===== config.mk =====
export PLATFORM = sky130hd
export DESIGN_NAME = spram_loader_arb
export DESIGN_NICKNAME = d
export VERILOG_FILES = /design/src/rtl/spram_loader_pkg.sv /design/src/rtl/spram_loader_arb.sv
export SDC_FILE = /design/constraint.sdc
export NUM_CORES = 1
export LEC_CHECK = 0
export ABC_AREA = 0
export CAP_MARGIN = 20
export CORE_MARGIN = 1
export CORE_UTILIZATION = 30
export DETAILED_ROUTE_END_ITERATION = 7
export SYNTH_ARGS = -nofsm -noshare
export SYNTH_HDL_FRONTEND = slang
export SYNTH_SLANG_ARGS = --single-unit
export TNS_END_PERCENT = 20

===== constraint.sdc =====
create_clock -name clock -period 2.85 [get_ports clock]
set_input_delay 0.7125 -clock clock [delete_from_list [all_inputs] [get_ports clock]]
set_output_delay 0.7125 -clock clock [all_outputs]
set_load 0.01 [all_outputs]

===== src/rtl/spram_loader_pkg.sv =====
// Shared types for the spram front-end arbiter: FSM states, issue sources, download address width.
package spram_loader_pkg;
  localparam int DL_ADDR_W = 25;

  typedef enum logic {
    CLEAR,
    RUN
  } state_t;

  typedef enum logic [1:0] {
    SRC_NONE,
    SRC_DL,
    SRC_CLR,
    SRC_CPU
  } src_t;
endpackage


===== src/rtl/spram_loader_arb.sv =====
// Single-issue RAM front-end: reset clear, download writes and one CPU port; priority dl > clear > cpu.
// CPU ops ack 3 cycles after accept; cpu_rdy stays low while busy, downloading or a dl write is pending.
module spram_loader_arb
  import spram_loader_pkg::*;
#(
  parameter int data_width = 8,
  parameter int addr_width = 10,
  parameter logic [data_width-1:0] CLEAR_VALUE = '0
) (
  input  logic                  clock,
  input  logic                  reset,
  input  logic                  cpu_req,
  output logic                  cpu_rdy,
  input  logic                  cpu_we,
  input  logic [addr_width-1:0] cpu_addr,
  input  logic [data_width-1:0] cpu_din,
  output logic                  cpu_ack,
  output logic [data_width-1:0] cpu_dout,
  input  logic                  dl_active,
  input  logic                  dl_wr,
  input  logic [DL_ADDR_W-1:0]  dl_addr,
  input  logic [data_width-1:0] dl_data,
  output logic                  dl_overflow,
  output logic                  clear_done,
  output logic [addr_width-1:0] mem_address,
  output logic [data_width-1:0] mem_data,
  output logic                  mem_wren,
  output logic                  mem_cs,
  input  logic [data_width-1:0] mem_q
);

  state_t                state, state_nxt;
  src_t                  src;
  logic [addr_width-1:0] clr_cnt;
  logic                  dl_pend;
  logic [addr_width-1:0] dl_hold_addr;
  logic [data_width-1:0] dl_hold_data;
  logic                  cpu_stage1, cpu_stage2;
  logic                  dl_in_range, dl_take, accept, cpu_busy, rdy_nxt;

  always_comb begin
    state_nxt   = state;
    src         = SRC_NONE;
    dl_in_range = (dl_addr[DL_ADDR_W-1:addr_width] == '0);
    dl_take     = dl_wr && dl_in_range;
    accept      = cpu_req && cpu_rdy;
    if (dl_pend) begin
      src = SRC_DL;
    end else if (state == CLEAR) begin
      // Clear holds its count while a download is underway.
      if (!dl_active) begin
        src = SRC_CLR;
        if (clr_cnt == '1) state_nxt = RUN;
      end
    end else if (accept) begin
      src = SRC_CPU;
    end
    // Busy covers the issue, RAM-read and ack-capture cycles of an accepted op.
    cpu_busy = accept || cpu_stage1 || cpu_stage2;
    rdy_nxt  = (state_nxt == RUN) && !dl_active && !dl_take && !cpu_busy;
  end

  always_ff @(posedge clock) begin
    if (reset) begin
      state        <= CLEAR;
      clr_cnt      <= '0;
      dl_pend      <= 1'b0;
      dl_hold_addr <= '0;
      dl_hold_data <= '0;
      dl_overflow  <= 1'b0;
      clear_done   <= 1'b0;
      cpu_stage1   <= 1'b0;
      cpu_stage2   <= 1'b0;
      cpu_rdy      <= 1'b0;
      cpu_ack      <= 1'b0;
      cpu_dout     <= '0;
      mem_wren     <= 1'b0;
      mem_cs       <= 1'b0;
      mem_address  <= '0;
      mem_data     <= '0;
    end else begin
      state      <= state_nxt;
      clear_done <= (state_nxt == RUN);
      if (src == SRC_CLR) clr_cnt <= clr_cnt + 1'b1;

      dl_pend <= dl_take;
      if (dl_take) begin
        dl_hold_addr <= dl_addr[addr_width-1:0];
        dl_hold_data <= dl_data;
      end
      if (dl_wr && !dl_in_range) dl_overflow <= 1'b1;

      mem_cs   <= (src != SRC_NONE);
      mem_wren <= (src == SRC_DL) || (src == SRC_CLR) || ((src == SRC_CPU) && cpu_we);
      case (src)
        SRC_DL: begin
          mem_address <= dl_hold_addr;
          mem_data    <= dl_hold_data;
        end
        SRC_CLR: begin
          mem_address <= clr_cnt;
          mem_data    <= CLEAR_VALUE;
        end
        SRC_CPU: begin
          mem_address <= cpu_addr;
          mem_data    <= cpu_din;
        end
        default: ;
      endcase

      // Write-through RAM means mem_q echoes write data, so one capture path serves both ops.
      cpu_stage1 <= (src == SRC_CPU);
      cpu_stage2 <= cpu_stage1;
      cpu_ack    <= cpu_stage2;
      if (cpu_stage2) cpu_dout <= mem_q;
      cpu_rdy <= rdy_nxt;
    end
  end

endmodule


=== Word level (Yosys, flattened, before mapping) ===
Cells that the tools add are included.

* Register bits: 63
* Output and inout port bits: 32

* $add $sub $neg: 1
* Eq/ne operators: 4
* Reductions and logical operators: 18
* Mux-type cells: 10

{| class="wikitable"
|+ Operators by type and width
! operator !! count
|-
| $pmux W10 S3 || 1
|-
| $pmux W8 S3 || 1
|-
| $logic_not A15 Y1 || 1
|-
| $add A10 B1 Y10 const B || 1
|-
| $eq A10 B10 Y1 const B || 1
|-
| $mux W2 || 4
|-
| $logic_and A1 B1 Y1 || 7
|-
| $eq A2 B2 Y1 const B || 2
|-
| $logic_not A1 Y1 || 4
|-
| $logic_or A1 B1 Y1 || 4
|-
| $mux W1 || 4
|-
| $reduce_bool A3 Y1 || 1
|-
| $eq A2 B1 Y1 const B || 1
|-
| $reduce_bool A2 Y1 || 1
|}

=== Longest topological paths before layout ===
* Word-level depth: 8
* Depth in mapped cells: 11

=== Worst setup path after synthesis ===
Ideal clock, no wire load.

* Kind: input-to-reg
* Start point: input dl_addr[11]
* End point: register dl_hold_addr[0]
* Slack: 0.528 ns
* Required time: 2.718 ns
* Path buffers: 2
* Arrival time: 2.190 ns
* Stages on the path: 6
* Path through: or4_4 or4_4 buf_6 buf_8 o31ai_2 a21oi_1

* Word-level cells in the longest chain between the ends: 2

{| class="wikitable"
|+ RTL lines
! element !! RTL line !! RTL
|-
| start, declared || spram_loader_arb.sv:21 || <nowiki>input logic [DL_ADDR_W-1:0] dl_addr,</nowiki>
|-
| $logic_not A15 Y1 || spram_loader_arb.sv:44 || <nowiki>dl_in_range = (dl_addr[DL_ADDR_W-1:addr_width] == '0);</nowiki>
|-
| $logic_and A1 B1 Y1 || spram_loader_arb.sv:45 || <nowiki>dl_take = dl_wr && dl_in_range;</nowiki>
|-
| end signal, assigned || spram_loader_arb.sv:88 || <nowiki>dl_hold_addr <= dl_addr[addr_width-1:0];</nowiki>
|-
| end, declared || spram_loader_arb.sv:36 || <nowiki>logic [addr_width-1:0] dl_hold_addr;</nowiki>
|}

Every way passes these cells.
A chain may end at the register's enable or synchronous reset.

=== Worst setup path after layout ===
* Start point: input cpu_req
* End point: register mem_data[4]

* Word-level cells in the longest chain between the ends: 6
* Elaborated cells on any way between the ends: 9
* Classes of those cells: eq/ne: 3; mux: 4; reduce/logical: 2

{| class="wikitable"
|+ RTL lines
! element !! RTL line !! RTL
|-
| start, declared || spram_loader_arb.sv:12 || <nowiki>input logic cpu_req,</nowiki>
|-
| $logic_and A1 B1 Y1 * || spram_loader_arb.sv:46 || <nowiki>accept = cpu_req && cpu_rdy;</nowiki>
|-
| $mux W2 * || spram_loader_arb.sv:55 || <nowiki>end else if (accept) begin</nowiki>
|-
| $mux W2 * || spram_loader_arb.sv:49 || <nowiki>end else if (state == CLEAR) begin</nowiki>
|-
| $mux W2 * || spram_loader_arb.sv:47 || <nowiki>if (dl_pend) begin</nowiki>
|-
| $eq A2 B2 Y1 / $eq A2 B1 Y1 (equally long branches) || spram_loader_arb.sv:95 || <nowiki>case (src)</nowiki>
|-
| $pmux W8 S3 / $reduce_bool A3 Y1 (equally long branches) || - ||
|-
| end signal, assigned || spram_loader_arb.sv:98 || <nowiki>mem_data <= dl_hold_data;</nowiki>
|-
| end signal, assigned || spram_loader_arb.sv:106 || <nowiki>mem_data <= cpu_din;</nowiki>
|-
| end, declared || spram_loader_arb.sv:26 || <nowiki>output logic [data_width-1:0] mem_data,</nowiki>
|}

Mark *: on every way between the ends. The rest lies on a longest branch, timed or not.

==> reports/results.txt <==
Setup TNS: 0 ps
Fin crit share: 87.0%
Failing checks: design-rule violations
Post-detail-place hpwl: 5220 µm
Clock Tree Root: clkbuf_8
Die span in x: 98.2 µm
Num CTS Buffers: 9
Post-CTS Hold Buffers: 0
Final Critical Period: 2480 ps
Syn nets: 376
Actual slew at the worst max-slew pin: 703 ps
VDD IR max: 0.174 mV
Overflow after GRT: 0
Core box area: 0.00885 mm²
Worst-Skew Late Latency: 340 ps
CP Capture Type: flop
Hold Path Class: reg -> reg
Max clock buf depth: 2
Hold slack final: 465 ps
WS Path Type: in -> reg
First-pass GRT wire length: 11800 µm
Chip Height: 98.2 µm
Worst-path maximum fanout: 20
Antenna violations before repair: 0
Mapped Area: 0.00278 mm²
Cells after synthesis: 307
Global-route usage over all layers: 15.4%
Worst EP arrival: 2680 ps
DRC violations left: 6
Die area: 0.00965 mm²
Final hold viol count: 0
Detailed Route WL: 7120 µm
RSZ-0062 raised after global routing: false
Syn Area/Cell: 9.05 µm²
CTS sink cnt: 63
Antenna Nets Post-Route: 0
Cell variety after synth: 37
Via count: 2533
Area post-placement: 0.00387 mm²
Max Fclk: 403 MHz
Largest net degree at the start of global routing: 37
Io pins: 97
Finished Cell Area: 0.00408 mm²
1st-iter DRT viols: 129
Crit path cell chain: clkdlybuf4s50_1, a31oi_1, ha_1, buf_4, a21oi_1, a21oi_1, nor2_1
Vias per cell: 4.93
Row count: 34
Clk_skew: 7.08 ps
Seq/Total Area, Yosys: 45.4%
CP delay by family, top: buffers and inverters
Share of post-route cells with drive strength above 1: 12.3%
Critical Path Slowest Stage Cell: ha_1
Multi-input logic area: 0.00135 mm²
1st-pass router iterations: 7
Req. time, crit path: 3050 ps
Setup violations, final: 0
Placer Congestion: 0.727
Max Cap Violations: 0
# fillers: 875
Critical Path Start Type: primary input
Leakage: 1.38 nW
Max stage delay on crit path: 620 ps
Critical path buffer and inverter count: 2
Rel. slew slack: 53.1%
Reg area: 0.00126 mm²
PortBufs: 96
Pwr dens: 465 mW/mm²
H-tree depth: 3
Resize count post-CTS: 0
Wirelength per Cell: 13.9 µm
Clock transition at the registers of the reported paths: 70 ps
Pins over their slew limit: 0
Nets: 470
Number of global-route vias before repair: 2491
Area grow syn2layout: 46.8%
TritonCTS clock tree: done
Synthesized flop and latch total: 63
Post-CTS Setup Inserts: 0
Most numerous cell on the critical path: a21oi_1
Status: finished, violations left
Ys Warns: 0
Antenna diode count: 0
Starting Density: 31.4%
## flip-flops by register name, indices dropped and copies added (netlist names)
name / flops
mem_wren: 1
cpu_dout: 8
dl_hold_addr: 10
dl_overflow: 1
dl_pend: 1
dl_hold_data: 8
mem_cs: 1
mem_address: 10
state: 1
clr_cnt: 10
cpu_stage1: 1
mem_data: 8
cpu_stage2: 1
cpu_ack: 1
cpu_rdy: 1
## layout by cell type (no fill, tap or decap), types with 2 or more instances in the layout
| master | netlist | final |
|---|---|---|
| nor2b_1 | 3 | 3 |
| nor2_1 | 30 | 30 |
| buf_12 | 0 | 2 |
| clkinv_2 | 0 | 2 |
| or3b_2 | 8 | 8 |
| xnor2_1 | 3 | 3 |
| ha_1 | 4 | 4 |
| xor2_1 | 5 | 5 |
| or4_4 | 2 | 2 |
| o21ai_0 | 2 | 2 |
| and3_1 | 2 | 2 |
| a21oi_1 | 37 | 37 |
| buf_4 | 0 | 11 |
| and2_1 | 2 | 2 |
| o31ai_1 | 9 | 9 |
| clkdlybuf4s50_1 | 0 | 95 |
| nand2_1 | 22 | 22 |
| a221oi_1 | 20 | 20 |
| clkbuf_8 | 0 | 11 |
| inv_1 | 13 | 13 |
| nand3_1 | 4 | 4 |
| nand4_1 | 20 | 20 |
| nor4_1 | 2 | 2 |
| o31ai_2 | 9 | 9 |
| dfxtp_1 | 63 | 63 |
| and4_1 | 2 | 2 |
| mux2i_1 | 9 | 9 |
## power breakdown
part / switching [mW] / internal, mW
sequential: 0.00839 / 0.893
combinational: 0.0760 / 0.118
clock: 0.353 / 0.450
## through the flow
step                worst slack (ps)  utilization [%]  total power [mW]  std cells
floorplan                        528                -             0.982        307
global placement                96.7             43.8              1.12        498
detailed placement              29.0             43.8              1.12        498
CTS                              376             46.1              1.92        514
global route                     122             46.1              1.98        514
finish                           370             46.1              1.90        514
## final timing paths
path | startpoint | to | slack (ps) | cells after the start
setup reg to reg | cpu_rdy | mem_data[4] | 860 | 6
hold / removal | dl_overflow | dl_overflow | 460 | 2
setup / recovery | cpu_req | mem_data[4] | 370 | 7
hold reg to reg | dl_overflow | dl_overflow | 460 | 2
## metal layers
metal	vias to the layer above	routed length, µm	share of wire, %	GRT usage, %
met5	-	0	0	0
met4	0	97	1.4	5.51
met3	10	413	5.8	4.01
met2	69	3280	46	23.9
met1	1143	3340	47	20.5
li1	1311	-	-	-
## final cells by class
type                            count  area share, %
Clock buffer                       11           3.71
Clock inverter                      5           1.38
Inverter                           14           1.29
Multi-Input combinational cell    204           33.0
Sequential cell                    63           30.9
Tap cell                          108           3.31
Timing Repair Buffer              109           26.4
## Yosys cell counts, drive strengths merged
master    n  area [µm²]
a2111oi   1        8.76
a21oi    37         185
a221oi   20         175
a31oi     1        6.26
a41oi     1        8.76
and2      2        12.5
and3      2        12.5
and4      2        17.5
buf       7        48.8
clkbuf   19        71.3
clkinv    1        3.75
dfxtp    63        1260
ha        4        50.1
inv      13        48.8
mux2i     9        90.1
nand2    22        82.6
nand2b    1        6.26
nand3     4        20.0
nand4    20         125
nor2     30         113
nor2b     3        18.8
nor3      1        5.00
nor4      3        33.8
nor4bb    1        10.0
o21ai     3        15.0
o31ai    18         180
or3       1        6.26
or3b      8        70.1
or4       2        22.5
xnor2     3        26.3
xor2      5        43.8
## cells by family (layout without fill, tap and decap cells)
logic type      count (synthesis)  after routing  share of synthesized area [%]
buf+inv                        40            139                           6.21
xor+xnor                        8              8                           2.52
mux                             9              9                           3.24
compound gates                 81             81                           20.8
simple gates                  102            102                           20.0
fa+ha+maj                       4              4                           1.80
flops                          63             63                           45.4
## tightest hold or removal path: cells and delay by family, from the launching register on
kind                   cells  cell delay (ps)
buffers and inverters      1               50
AO/OA/AOI/OAI              1               50
flip-flops                 1              320
Power figures use the tool's default switching activity.
